===== src/rtl/snax_acc_offload_arbiter.sv =====
// ---------------------------------------------------------------------------
// snax_acc_offload_arbiter
//
// Shares one Snitch accelerator offload port (acc q/p channels) between
// NumReq requesters. Each issued request is tagged with the index of the
// requester that won arbitration. The requester's own id is parked in a
// per-requester FIFO so that it can be restored when the matching response
// comes back. Responses are steered back by tag. A per-requester outstanding
// limit keeps any single requester from flooding the accelerator.
//
// Optional feature macro: SNAX_ACC_ARB_PERF_EN
//   When defined, per-requester 32-bit saturating stall counters are built.
//   When undefined, stall_cnt_o is tied to zero and no counter flops exist.
//
// Ports
//   clk_i, rst_i      clock, synchronous active-high reset
//   req_valid_i       per-requester request valid
//   req_ready_o       per-requester request ready
//   req_id_i          per-requester local id
//   req_payload_i     per-requester opaque payload (addr, data_op, arga..c)
//   acc_qvalid_o      shared request valid
//   acc_qready_i      shared request ready
//   acc_qid_o         request tag (granted index, zero-extended)
//   acc_qpayload_o    payload of the granted requester
//   acc_pvalid_i      response valid
//   acc_pready_o      response ready
//   acc_pid_i         response tag
//   acc_pdata_i       response data
//   acc_perror_i      response error flag
//   rsp_valid_o       per-requester routed response valid
//   rsp_ready_i       per-requester routed response ready
//   rsp_id_o          restored original id (shared bus)
//   rsp_data_o        response data (shared bus)
//   rsp_error_o       response error (shared bus)
//   err_o             sticky protocol error (bad tag / unexpected response)
//   stall_cnt_o       per-requester stall counters
// ---------------------------------------------------------------------------
module snax_acc_offload_arbiter #(
  parameter int unsigned NumReq         = 2,
  parameter int unsigned IdWidth        = 5,
  parameter int unsigned PayloadWidth   = 32+32+32+48+32,
  parameter int unsigned DataWidth      = 32,
  parameter int unsigned MaxOutstanding = 4
) (
  input  logic                                 clk_i,
  input  logic                                 rst_i,
  input  logic [NumReq-1:0]                    req_valid_i,
  output logic [NumReq-1:0]                    req_ready_o,
  input  logic [NumReq-1:0][IdWidth-1:0]       req_id_i,
  input  logic [NumReq-1:0][PayloadWidth-1:0]  req_payload_i,
  output logic                                 acc_qvalid_o,
  input  logic                                 acc_qready_i,
  output logic [IdWidth-1:0]                   acc_qid_o,
  output logic [PayloadWidth-1:0]              acc_qpayload_o,
  input  logic                                 acc_pvalid_i,
  output logic                                 acc_pready_o,
  input  logic [IdWidth-1:0]                   acc_pid_i,
  input  logic [DataWidth-1:0]                 acc_pdata_i,
  input  logic                                 acc_perror_i,
  output logic [NumReq-1:0]                    rsp_valid_o,
  input  logic [NumReq-1:0]                    rsp_ready_i,
  output logic [IdWidth-1:0]                   rsp_id_o,
  output logic [DataWidth-1:0]                 rsp_data_o,
  output logic                                 rsp_error_o,
  output logic                                 err_o,
  output logic [NumReq-1:0][31:0]              stall_cnt_o
);

  localparam int unsigned IdxW = (NumReq > 1) ? $clog2(NumReq) : 1;
  localparam int unsigned PtrW = (MaxOutstanding > 1) ? $clog2(MaxOutstanding) : 1;
  localparam int unsigned CntW = $clog2(MaxOutstanding + 1);

  logic [IdxW-1:0]              r_rr_ptr;
  logic                         r_lock;
  logic [IdxW-1:0]              r_lock_idx;
  logic                         r_err;
  logic [NumReq-1:0][CntW-1:0]  r_out_cnt;
  logic [NumReq-1:0][PtrW-1:0]  r_wr_ptr;
  logic [NumReq-1:0][PtrW-1:0]  r_rd_ptr;
  logic [IdWidth-1:0]           r_id_fifo [NumReq][MaxOutstanding];

  logic [NumReq-1:0]            w_elig;
  logic                         w_found;
  logic [IdxW-1:0]              w_rr_idx;
  logic [IdxW-1:0]              w_grant_idx;
  logic                         w_qvalid;
  logic [NumReq-1:0]            w_push;
  logic [NumReq-1:0]            w_pop;
  logic [IdxW-1:0]              w_pidx;
  logic                         w_ptag_oor;
  logic [CntW-1:0]              w_pcnt;
  logic [IdWidth-1:0]           w_phead;
  logic                         w_psel_ready;
  logic                         w_pbad;

  // FIFO pointers wrap at MaxOutstanding; written out explicitly so a depth
  // of one also works.
  function automatic logic [PtrW-1:0] ptrNext(input logic [PtrW-1:0] p);
    return (p == PtrW'(MaxOutstanding - 1)) ? '0 : p + 1'b1;
  endfunction

  // A requester may compete only while it still has room for another
  // in-flight request.
  always_comb begin
    w_elig = '0;
    for (int i = 0; i < NumReq; i++) begin
      w_elig[i] = req_valid_i[i] & (r_out_cnt[i] < CntW'(MaxOutstanding));
    end
  end

  // Round-robin search: walk the requesters starting at r_rr_ptr and take
  // the first eligible one.
  always_comb begin : arbSearch
    int cand;
    cand     = 0;
    w_found  = 1'b0;
    w_rr_idx = '0;
    for (int k = 0; k < NumReq; k++) begin
      cand = int'(r_rr_ptr) + k;
      if (cand >= int'(NumReq)) cand = cand - int'(NumReq);
      if (!w_found && w_elig[cand]) begin
        w_found  = 1'b1;
        w_rr_idx = IdxW'(cand);
      end
    end
  end

  // While a request is stalled by acc_qready_i the grant stays with the
  // locked requester, so the tag and payload on the q channel cannot change
  // under the accelerator's feet even if another requester shows up.
  always_comb begin
    w_grant_idx    = r_lock ? r_lock_idx : w_rr_idx;
    w_qvalid       = r_lock ? w_elig[r_lock_idx] : w_found;
    acc_qvalid_o   = w_qvalid;
    acc_qid_o      = IdWidth'(w_grant_idx);
    acc_qpayload_o = req_payload_i[w_grant_idx];
    req_ready_o    = '0;
    w_push         = '0;
    for (int i = 0; i < NumReq; i++) begin
      req_ready_o[i] = w_qvalid & (w_grant_idx == IdxW'(i)) & acc_qready_i;
      w_push[i]      = req_ready_o[i];
    end
  end

  // Response steering. A tag outside the requester range, or one that names
  // a requester with nothing in flight, is swallowed (ready forced high) and
  // flagged; it never reaches any requester.
  always_comb begin
    w_pidx       = acc_pid_i[IdxW-1:0];
    w_ptag_oor   = ({1'b0, acc_pid_i} >= (IdWidth+1)'(NumReq));
    w_pcnt       = '0;
    w_phead      = '0;
    w_psel_ready = 1'b0;
    for (int i = 0; i < NumReq; i++) begin
      if (!w_ptag_oor && (w_pidx == IdxW'(i))) begin
        w_pcnt       = r_out_cnt[i];
        w_phead      = r_id_fifo[i][r_rd_ptr[i]];
        w_psel_ready = rsp_ready_i[i];
      end
    end
    w_pbad       = w_ptag_oor | (w_pcnt == '0);
    acc_pready_o = w_pbad ? 1'b1 : w_psel_ready;
    rsp_id_o     = w_phead;
    rsp_data_o   = acc_pdata_i;
    rsp_error_o  = acc_perror_i;
    rsp_valid_o  = '0;
    w_pop        = '0;
    for (int i = 0; i < NumReq; i++) begin
      rsp_valid_o[i] = acc_pvalid_i & ~w_pbad & (w_pidx == IdxW'(i));
      w_pop[i]       = rsp_valid_o[i] & rsp_ready_i[i];
    end
  end

  // Arbitration state, outstanding counters, FIFO pointers and the sticky
  // error flag. A push and pop on the same requester in one cycle cancel in
  // the counter but still move both FIFO pointers.
  always_ff @(posedge clk_i) begin
    if (rst_i) begin
      r_rr_ptr   <= '0;
      r_lock     <= 1'b0;
      r_lock_idx <= '0;
      r_err      <= 1'b0;
      r_out_cnt  <= '0;
      r_wr_ptr   <= '0;
      r_rd_ptr   <= '0;
    end else begin
      if (w_qvalid && acc_qready_i) begin
        r_rr_ptr <= (w_grant_idx == IdxW'(NumReq - 1)) ? '0 : w_grant_idx + 1'b1;
      end
      r_lock     <= w_qvalid & ~acc_qready_i;
      r_lock_idx <= w_grant_idx;
      if (acc_pvalid_i && w_pbad) begin
        r_err <= 1'b1;
      end
      for (int i = 0; i < NumReq; i++) begin
        if (w_push[i] && !w_pop[i]) begin
          r_out_cnt[i] <= r_out_cnt[i] + 1'b1;
        end else if (!w_push[i] && w_pop[i]) begin
          r_out_cnt[i] <= r_out_cnt[i] - 1'b1;
        end
        if (w_push[i]) r_wr_ptr[i] <= ptrNext(r_wr_ptr[i]);
        if (w_pop[i])  r_rd_ptr[i] <= ptrNext(r_rd_ptr[i]);
      end
    end
  end

  // FIFO storage needs no reset: the pointers and counters define which
  // entries are live.
  always_ff @(posedge clk_i) begin
    for (int i = 0; i < NumReq; i++) begin
      if (w_push[i]) begin
        r_id_fifo[i][r_wr_ptr[i]] <= req_id_i[i];
      end
    end
  end

  assign err_o = r_err;

`ifdef SNAX_ACC_ARB_PERF_EN
  logic [NumReq-1:0][31:0] r_stall_cnt;

  // Count every cycle a requester wants to issue but is not accepted,
  // saturating instead of wrapping.
  always_ff @(posedge clk_i) begin
    if (rst_i) begin
      r_stall_cnt <= '0;
    end else begin
      for (int i = 0; i < NumReq; i++) begin
        if (req_valid_i[i] && !req_ready_o[i] && (r_stall_cnt[i] != 32'hFFFF_FFFF)) begin
          r_stall_cnt[i] <= r_stall_cnt[i] + 32'd1;
        end
      end
    end
  end

  assign stall_cnt_o = r_stall_cnt;
`else
  assign stall_cnt_o = '0;
`endif

endmodule


===== config.mk =====
export PLATFORM = sky130hd
export DESIGN_NAME = snax_acc_offload_arbiter
export DESIGN_NICKNAME = d
export VERILOG_FILES = /design/src/rtl/snax_acc_offload_arbiter.sv
export SDC_FILE = /design/constraint.sdc
export NUM_CORES = 1
export LEC_CHECK = 0
export ABC_AREA = 1
export ABC_CLOCK_PERIOD_IN_PS = 2850
export CORE_AREA = 5 5 267 269
export CTS_CLUSTER_DIAMETER = 30
export DETAILED_ROUTE_END_ITERATION = 12
export DIE_AREA = 0 0 272 274
export SLEW_MARGIN = 5
export SYNTH_ARGS = -nofsm -noshare
export SYNTH_HDL_FRONTEND = slang
export SYNTH_SLANG_ARGS = --single-unit

===== constraint.sdc =====
create_clock -name clk_i -period 2.85 [get_ports clk_i]
set_clock_uncertainty 0.1 [all_clocks]
set_input_delay 0.7125 -clock clk_i [delete_from_list [all_inputs] [get_ports clk_i]]
set_output_delay 0.7125 -clock clk_i [all_outputs]
set_load 0.005 [all_outputs]

---- Word-level counts from Yosys, hierarchy flattened ----
Memories as Yosys holds them, arrays and structs flattened.
Cells that the tools add are included.
Widths: inputs -> output; s select.
word-level totals
  register bits after elaboration ......... 18
  bits of input ports ..................... 408
  bits in writable memories ............... 40
  memories ................................ 1
cells by class
  multiplexer cells ....................... 51
  equality and inequality tests ........... 4
  magnitude comparators ................... 15
  bitwise operators ....................... 21
  add/subtract/negate cells ............... 12
  reduce and logical (&&, ||, !) cells .... 21
memory list
  memory     words  width  rd ports  clocked after memory_dff  write ports  line  RTL
  r_id_fifo  2      20     2         0                         1            80    logic [IdWidth-1:0] r_id_fifo [NumReq][MaxOutstanding];
operators by type and width
  cell                 count
  $mux 176             2
  $mux 20              4
  $lt 32x3->1 const B  2
  $mux 32              2
  $mux 5               8
  $mux 1               21
  $bmux 5 s2           2
  $demux 5 s2          2
  $reduce_or 20->1     1
  $mux 3               6
  $and 1x1->1          12
  $ge 3x3->1 const B   4
  $not 2->3            4
  $logic_and 1x1->1    11
  $add 2x1->2 const B  4
  $eq 2x2->1 const B   4
  $mux 2               4
  $add 3x1->3 const B  2
  $logic_not 1->1      6
  $lt 3x1->1 const B   2
  $lt 3x3->1 const B   2
  $sub 3x1->3 const B  2
  $ge 5x2->1 const B   1
  $lt 1x2->1 const B   2
  10 further kinds     14

---- Longest topological paths before layout ----
  word-level depth ........................ 17
  mapped depth ............................ 14

---- Worst setup path after synthesis ----
No wires, ideal clock.
  kind .................................... input to register
  start point ............................. input port req_valid_i[1]
  end point ............................... register r_out_cnt[5] (netlist bit)
  buffers on the path ..................... 0
  slack ................................... 0.314 ns
  required time ........................... 2.628 ns
  data arrival time ....................... 2.314 ns
  cell stages on the path ................. 13
  cells stage by stage .................... nand2_1 -> nor2_1 -> o21ai_1 -> nand2_2 -> inv_2 -> nor2_2 -> ha_1 -> inv_1 -> fa_1 -> a21oi_1 -> o21ai_0 -> o21ai_0 -> a21oi_1
between the ends
  word-level cells in the longest chain between the ends .. 14
  elaborated cells between the ends (all ways) .. 24
  classes of those cells .................. mux: 15; bitwise: 3; reduce/logical: 6
RTL lines
  element                                    line      RTL
  start: declaration                         47        input logic [NumReq-1:0] req_valid_i,
  $and 1x1->1 (*)                            107       w_elig[i] = req_valid_i[i] & (r_out_cnt[i] < CntW'(MaxOutstanding));
  $mux 1 (not written as such) (3 in a row)  121       if (!w_found && w_elig[cand]) begin
  $mux 1                                     121
  $logic_not 1->1                            121
  $logic_and 1x1->1                          121
  $mux 1                                     121
  $mux 1 (on tied branches)                  133, 132
  $and 1x1->1 (*) (2 in a row)               140       req_ready_o[i] = w_qvalid & (w_grant_idx == IdxW'(i)) & acc_qready_i;
  via req_ready_o[1]                         48        output logic [NumReq-1:0] req_ready_o,
  $logic_not 1->1                            198       end else if (!w_push[i] && w_pop[i]) begin
  $logic_and 1x1->1                          198
  $reduce_bool 2->1 (no line)                --
  end signal: indexed assignment             197       r_out_cnt[i] <= r_out_cnt[i] + 1'b1;
  end signal: indexed assignment             199       r_out_cnt[i] <= r_out_cnt[i] - 1'b1;
  end: declaration                           77        logic [NumReq-1:0][CntW-1:0] r_out_cnt;
The timed path passes the listed nets; every way through them passes the cells marked *. The select of a mux whose other input is x is not followed.
A chain may end at the register's enable or synchronous reset.

---- Worst setup path in the final report ----
  start point ............................. input port req_valid_i[1]
  end point ............................... output port acc_qpayload_o[162]
between the ends
  word-level cells in the longest chain between the ends .. 11
  elaborated cells between the ends (all ways) .. 15
  classes of those cells .................. mux: 12; bitwise: 1; reduce/logical: 2
RTL lines
  element                                          line  RTL
  $and 1x1->1 (*)                                  107
  $mux 1 (not written as such) (3 in a row)        121
  $mux 1                                           121
  $logic_not 1->1                                  121
  $logic_and 1x1->1                                121
  $mux 1 (*)                                       121
  $mux 1 (*)                                       132   w_grant_idx = r_lock ? r_lock_idx : w_rr_idx;
  $mux 176 (not written as such) (*) (2 in a row)  136   acc_qpayload_o = req_payload_i[w_grant_idx];
  end: declaration                                 54    output logic [PayloadWidth-1:0] acc_qpayload_o,
Mark *: on every way between the ends. The rest lies on a longest branch, timed or not. The select of a mux whose other input is x is not followed.

==> results.md <==
Status:
- The flow ran to the end, but the final reports show violations.
- The checks that failed: setup timing.

Final layout:
- The flip-flop and latch area is about 1600 um^2.
- Once layout is done, the placed cells without fillers occupy between 10000 and 15000 um^2.
- At the end of the flow, the number of nets in the layout was between 2000 and 2500.
- The area added between synthesis and finish is 157%.
- The layout has 7617 filler cells.
- Cells with a size suffix above 1 make up ~34% of the layout.
- The multi-input gate area in the final layout is roughly 4000 um^2.
- The post-layout instance count excluding filler cells is 2497.

Clocking:
- The source-to-sink clock delay at the later pin of the worst-skew pair is ~0.32 ns.
- The clock tree from TritonCTS is yes.
- The clock passes through at most 2 buffers.
- The number of H-tree levels is 3.
- The tree is rooted in a sky130_fd_sc_hd__clkbuf_16.
- The number of clock buffers added by TritonCTS is 9.
- The hold buffer count at CTS is 0.
- Clock-pin slew was measured on the worst setup and hold paths at ~0.050 ns.
- The number of sinks handled by clock tree synthesis is 58.

Global routing:
- The number of antenna violations at the first check in global routing is 24.
- Global routing used between 10% and 20% of the available tracks across all layers.
- The aggregate global routing overflow is 0.
- The number of global-route vias before repair is about 8300.
- The first global-routing pass estimated 60500 um of wire.
- Entering global routing, the biggest net connects 15 pins.

Synthesis:
- In the synthesized netlist, the number of instances is approximately 940.
- The synthesized netlist devotes between 3 and 4% of its cell area to adder and majority cells.
- The number of synthesized flops with an enable pin is 40.
- The post-synthesis compound-gate area fraction is 5.05%.
- Sequential elements use about 28% of the synthesized area.
- The count of unique library cells instantiated by Yosys is 28.
- The number of synthesized register bits is 58.
- The multiplexer share of the synthesized area is 0%.
- The share of flip-flops with an asynchronous set or reset after synthesis is 0%.
- The most used flip-flop cell after synthesis is sky130_fd_sc_hd__edfxtp_1.
- In this run the mean area of a mapped cell was 5.97 um^2.
- The xor/xnor share of the synthesized area is 0%.
- The count of warnings emitted by yosys is 0.
- Summing the areas of all and, or, nand and nor instances in the mapped netlist gives between 40% and 50% of the synthesized area.
- The area of the mapped netlist is 5600 um^2.
- The dominant combinational cell family by area after synthesis is simple AND/OR/NAND/NOR gates.

Place:
- Summing all placed instances gives a cell area of roughly 12000 um^2.
- After detailed placement, the design holds a cell count of approximately 2400.
- The placed wire-length estimate after detailed placement is approximately 36000 um.
- OpenSTA, run right after detailed placement, puts the worst setup slack at -0.914 ns.
- The congestion estimate from routability-driven global placement came to just over 0.8.
- Buffers placed on the I/O ports in this run total 563.

Drt:
- The per-cell via count in the routed design is between 3 and 4.
- The number of DRC markers in iteration 0 is about 220.
- Dividing the detail-routed wire length by the instance count gives around 19 um.
- The routed design has about 47000 um of wire.
- The number of detailed-route iterations in the first pass is 4.
- The count of nets left with antenna violations once routing finished came out at 0.
- The DRC violation count after routing is 0.
- The via count is between 8000 and 9000.

Power:
- For this design the static power due to leakage is about 6.7 nW.
- The largest vdd supply drop is between 0.2 and 0.3 mV.
- Power spread over the standard cell area amounts to 357 nW/um^2.

Floorplanning:
- The x dimension of the die is between 200 and 300 um.
- The number of core rows is 96.
- The initial cell density of the core is about 8.2%.
- The placeable core region is a little under 70000 um^2.
- The die outline area is 74500 um^2.
- The die boundary height is 274 um.
- The number of top-level pins is approximately 700.

Timing:
- The count of final hold-check violations is 0.
- Dividing the final minimum period by the clock period gives 102%.
- The achievable clock frequency is 343 MHz.
- Setup repair after global routing could not meet its margin everywhere.
- After layout, the worst setup slack is -0.0695 ns.
- The final critical-path required period is 2.92 ns.
- The number of max-slew violations in the final report was 0.
- Setup violations remaining at the end of the flow were counted as 25.

Critical path:
- The worst setup path is of the primary input to primary output kind.
- The setup check on the worst reg-to-reg path leaves a slack of about 0.24 ns.
- STA classifies the critical path endpoint as a primary output.
- The endpoint arrival time on the critical path is about 2.1 ns.
- The endpoint required time on the critical path is slightly above 2 ns.
- The startpoint type of the worst setup path is a primary input.
- The largest fanout on the critical path is 7.

Job:
- The number of max-cap violations is 0.

Min path:
- The worst hold path belongs to the class register to register.
[worst paths after layout]
check / startpoint / endpoint / cells after the start
setup / recovery: req_valid_i[1] / acc_qpayload_o[162] / 14
hold / removal: err_o / err_o / 2
hold reg to reg: err_o / err_o / 2
setup reg to reg: r_out_cnt[5] / r_out_cnt[5] / 17
[state kept, by name, indices dropped and copies added, names as in the netlist]
register    flops
r_out_cnt       6
r_rr_ptr        1
err_o           1
r_id_fifo      40
r_lock_idx      1
r_rd_ptr        4
r_lock          1
r_wr_ptr        4
[layer usage]
metal / share of wire [%] / vias to the layer above / track usage (%)
met5: 0.15 / - / 0
met4: 2.2 / 12 / 3.41
met3: 12 / 57 / 6.20
met2: 49 / 483 / 19.7
met1: 36 / 3674 / 12.0
li1: - / 4053 / -
[synthesized netlist by cell type (2+ instances only)]
cell / n / area (um^2)
sky130_fd_sc_hd__inv_2: 6 / 22.5
sky130_fd_sc_hd__nand2_1: 562 / 2110
sky130_fd_sc_hd__dfxtp_1: 18 / 360
sky130_fd_sc_hd__nor2_1: 61 / 229
sky130_fd_sc_hd__fa_1: 2 / 40.0
sky130_fd_sc_hd__clkbuf_1: 11 / 41.3
sky130_fd_sc_hd__nor2_4: 2 / 22.5
sky130_fd_sc_hd__nand2_2: 2 / 12.5
sky130_fd_sc_hd__buf_2: 16 / 80.1
sky130_fd_sc_hd__buf_4: 116 / 871
sky130_fd_sc_hd__edfxtp_1: 40 / 1200
sky130_fd_sc_hd__o32ai_1: 5 / 43.8
sky130_fd_sc_hd__nand3_1: 2 / 10.0
sky130_fd_sc_hd__inv_1: 26 / 97.6
sky130_fd_sc_hd__nor2_2: 2 / 12.5
sky130_fd_sc_hd__o21ai_1: 5 / 25.0
sky130_fd_sc_hd__o22ai_1: 5 / 31.3
sky130_fd_sc_hd__ha_1: 12 / 150
sky130_fd_sc_hd__clkinv_1: 2 / 7.51
sky130_fd_sc_hd__o21ai_0: 25 / 125
sky130_fd_sc_hd__a21oi_1: 10 / 50.1
[power by group]
group	switching [mW]	internal (mW)
Sequential	0.0227	0.937
Combinational	1.31	1.72
Clock	0.366	0.763
[cell type report]
cell class,count,area share [%]
flip-flops and latches,58,10.9
diodes,10,0.174
multi-input cells,767,27.2
clock buffers,11,1.62
clock inverters,5,0.549
well taps,882,7.68
inverters,34,1.07
repair buffers,730,50.8
[timing repair]
action	in CTS	in global routing
pin swaps	22	44
gates resized for setup	737	341
gates cloned	18	2
buffers inserted	74	14
setup endpoints to repair	190	183
[critical path: stages]
cell,delay (ns)
sky130_fd_sc_hd__buf_8,0.09
sky130_fd_sc_hd__nand2_4,0.05
sky130_fd_sc_hd__nor2_4,0.10
sky130_fd_sc_hd__o21ai_4,0.08
sky130_fd_sc_hd__nand2_8,0.08
sky130_fd_sc_hd__buf_12,0.13
sky130_fd_sc_hd__clkinv_16,0.09
sky130_fd_sc_hd__buf_12,0.14
sky130_fd_sc_hd__buf_8,0.12
sky130_fd_sc_hd__buf_16,0.12
sky130_fd_sc_hd__buf_8,0.13
sky130_fd_sc_hd__nand2_2,0.05
sky130_fd_sc_hd__nand2_2,0.07
sky130_fd_sc_hd__buf_6,0.12
[stage by stage]
| stage | power [mW] | utilization, % | hold slack, ns | TNS, ns |
|---|---|---|---|---|
| global route | 5.42 | 21.0 | 0.404 | -4.01 |
| finish | 5.12 | 21.0 | 0.350 | -1.21 |
| floorplan | 1.76 | - | 0.339 | 0 |
| detailed placement | 3.31 | 18.0 | 0.349 | -152.36 |
| global placement | 3.32 | 18.0 | 0.355 | -155.03 |
| CTS | 5.04 | 20.4 | 0.358 | -6.97 |
[cells by family after synthesis]
kind of cell             count (synthesis)
AO/OA/AOI/OAI                           51
other                                    1
adder cells (fa/ha/maj)                 14
flip-flops                              58
AND/OR/NAND/NOR                        634
buffers and inverters                  179
[cell usage in the layout, fill, tap and decap left out, types with 2 or more instances in the layout]
master                            netlist  layout
sky130_fd_sc_hd__a21oi_1               10       7
sky130_fd_sc_hd__a21oi_2                0       3
sky130_fd_sc_hd__buf_12                 0      25
sky130_fd_sc_hd__buf_16                 0      13
sky130_fd_sc_hd__buf_2                 16      83
sky130_fd_sc_hd__buf_4                116      52
sky130_fd_sc_hd__buf_6                  1      82
sky130_fd_sc_hd__buf_8                  0      26
sky130_fd_sc_hd__bufinv_16              0       2
sky130_fd_sc_hd__clkbuf_1              11       2
sky130_fd_sc_hd__clkbuf_16              0      11
sky130_fd_sc_hd__clkbuf_2               0      45
sky130_fd_sc_hd__clkdlybuf4s15_1        0      19
sky130_fd_sc_hd__clkdlybuf4s50_1        0     368
sky130_fd_sc_hd__clkinv_1               2       2
sky130_fd_sc_hd__clkinv_2               0       2
sky130_fd_sc_hd__conb_1                 1      68
sky130_fd_sc_hd__dfxtp_1               18      18
sky130_fd_sc_hd__diode_2                0      10
sky130_fd_sc_hd__dlygate4sd2_1          0       9
sky130_fd_sc_hd__dlymetal6s2s_1         0       4
sky130_fd_sc_hd__edfxtp_1              40      40
sky130_fd_sc_hd__fa_2                   0       2
sky130_fd_sc_hd__ha_1                  12      12
sky130_fd_sc_hd__inv_1                 26      25
sky130_fd_sc_hd__inv_2                  6       6
sky130_fd_sc_hd__nand2_1              562     385
sky130_fd_sc_hd__nand2_2                2     127
sky130_fd_sc_hd__nand2_4                0      51
sky130_fd_sc_hd__nand3_1                2       2
sky130_fd_sc_hd__nor2_1                61      58
sky130_fd_sc_hd__nor2_2                 2       3
sky130_fd_sc_hd__nor2_4                 2       4
sky130_fd_sc_hd__o21ai_0               25      21
sky130_fd_sc_hd__o21ai_1                5       8
sky130_fd_sc_hd__o22ai_1                5       5
sky130_fd_sc_hd__o32ai_1                5       5
Note: power is estimated with default switching activity, not from simulation.
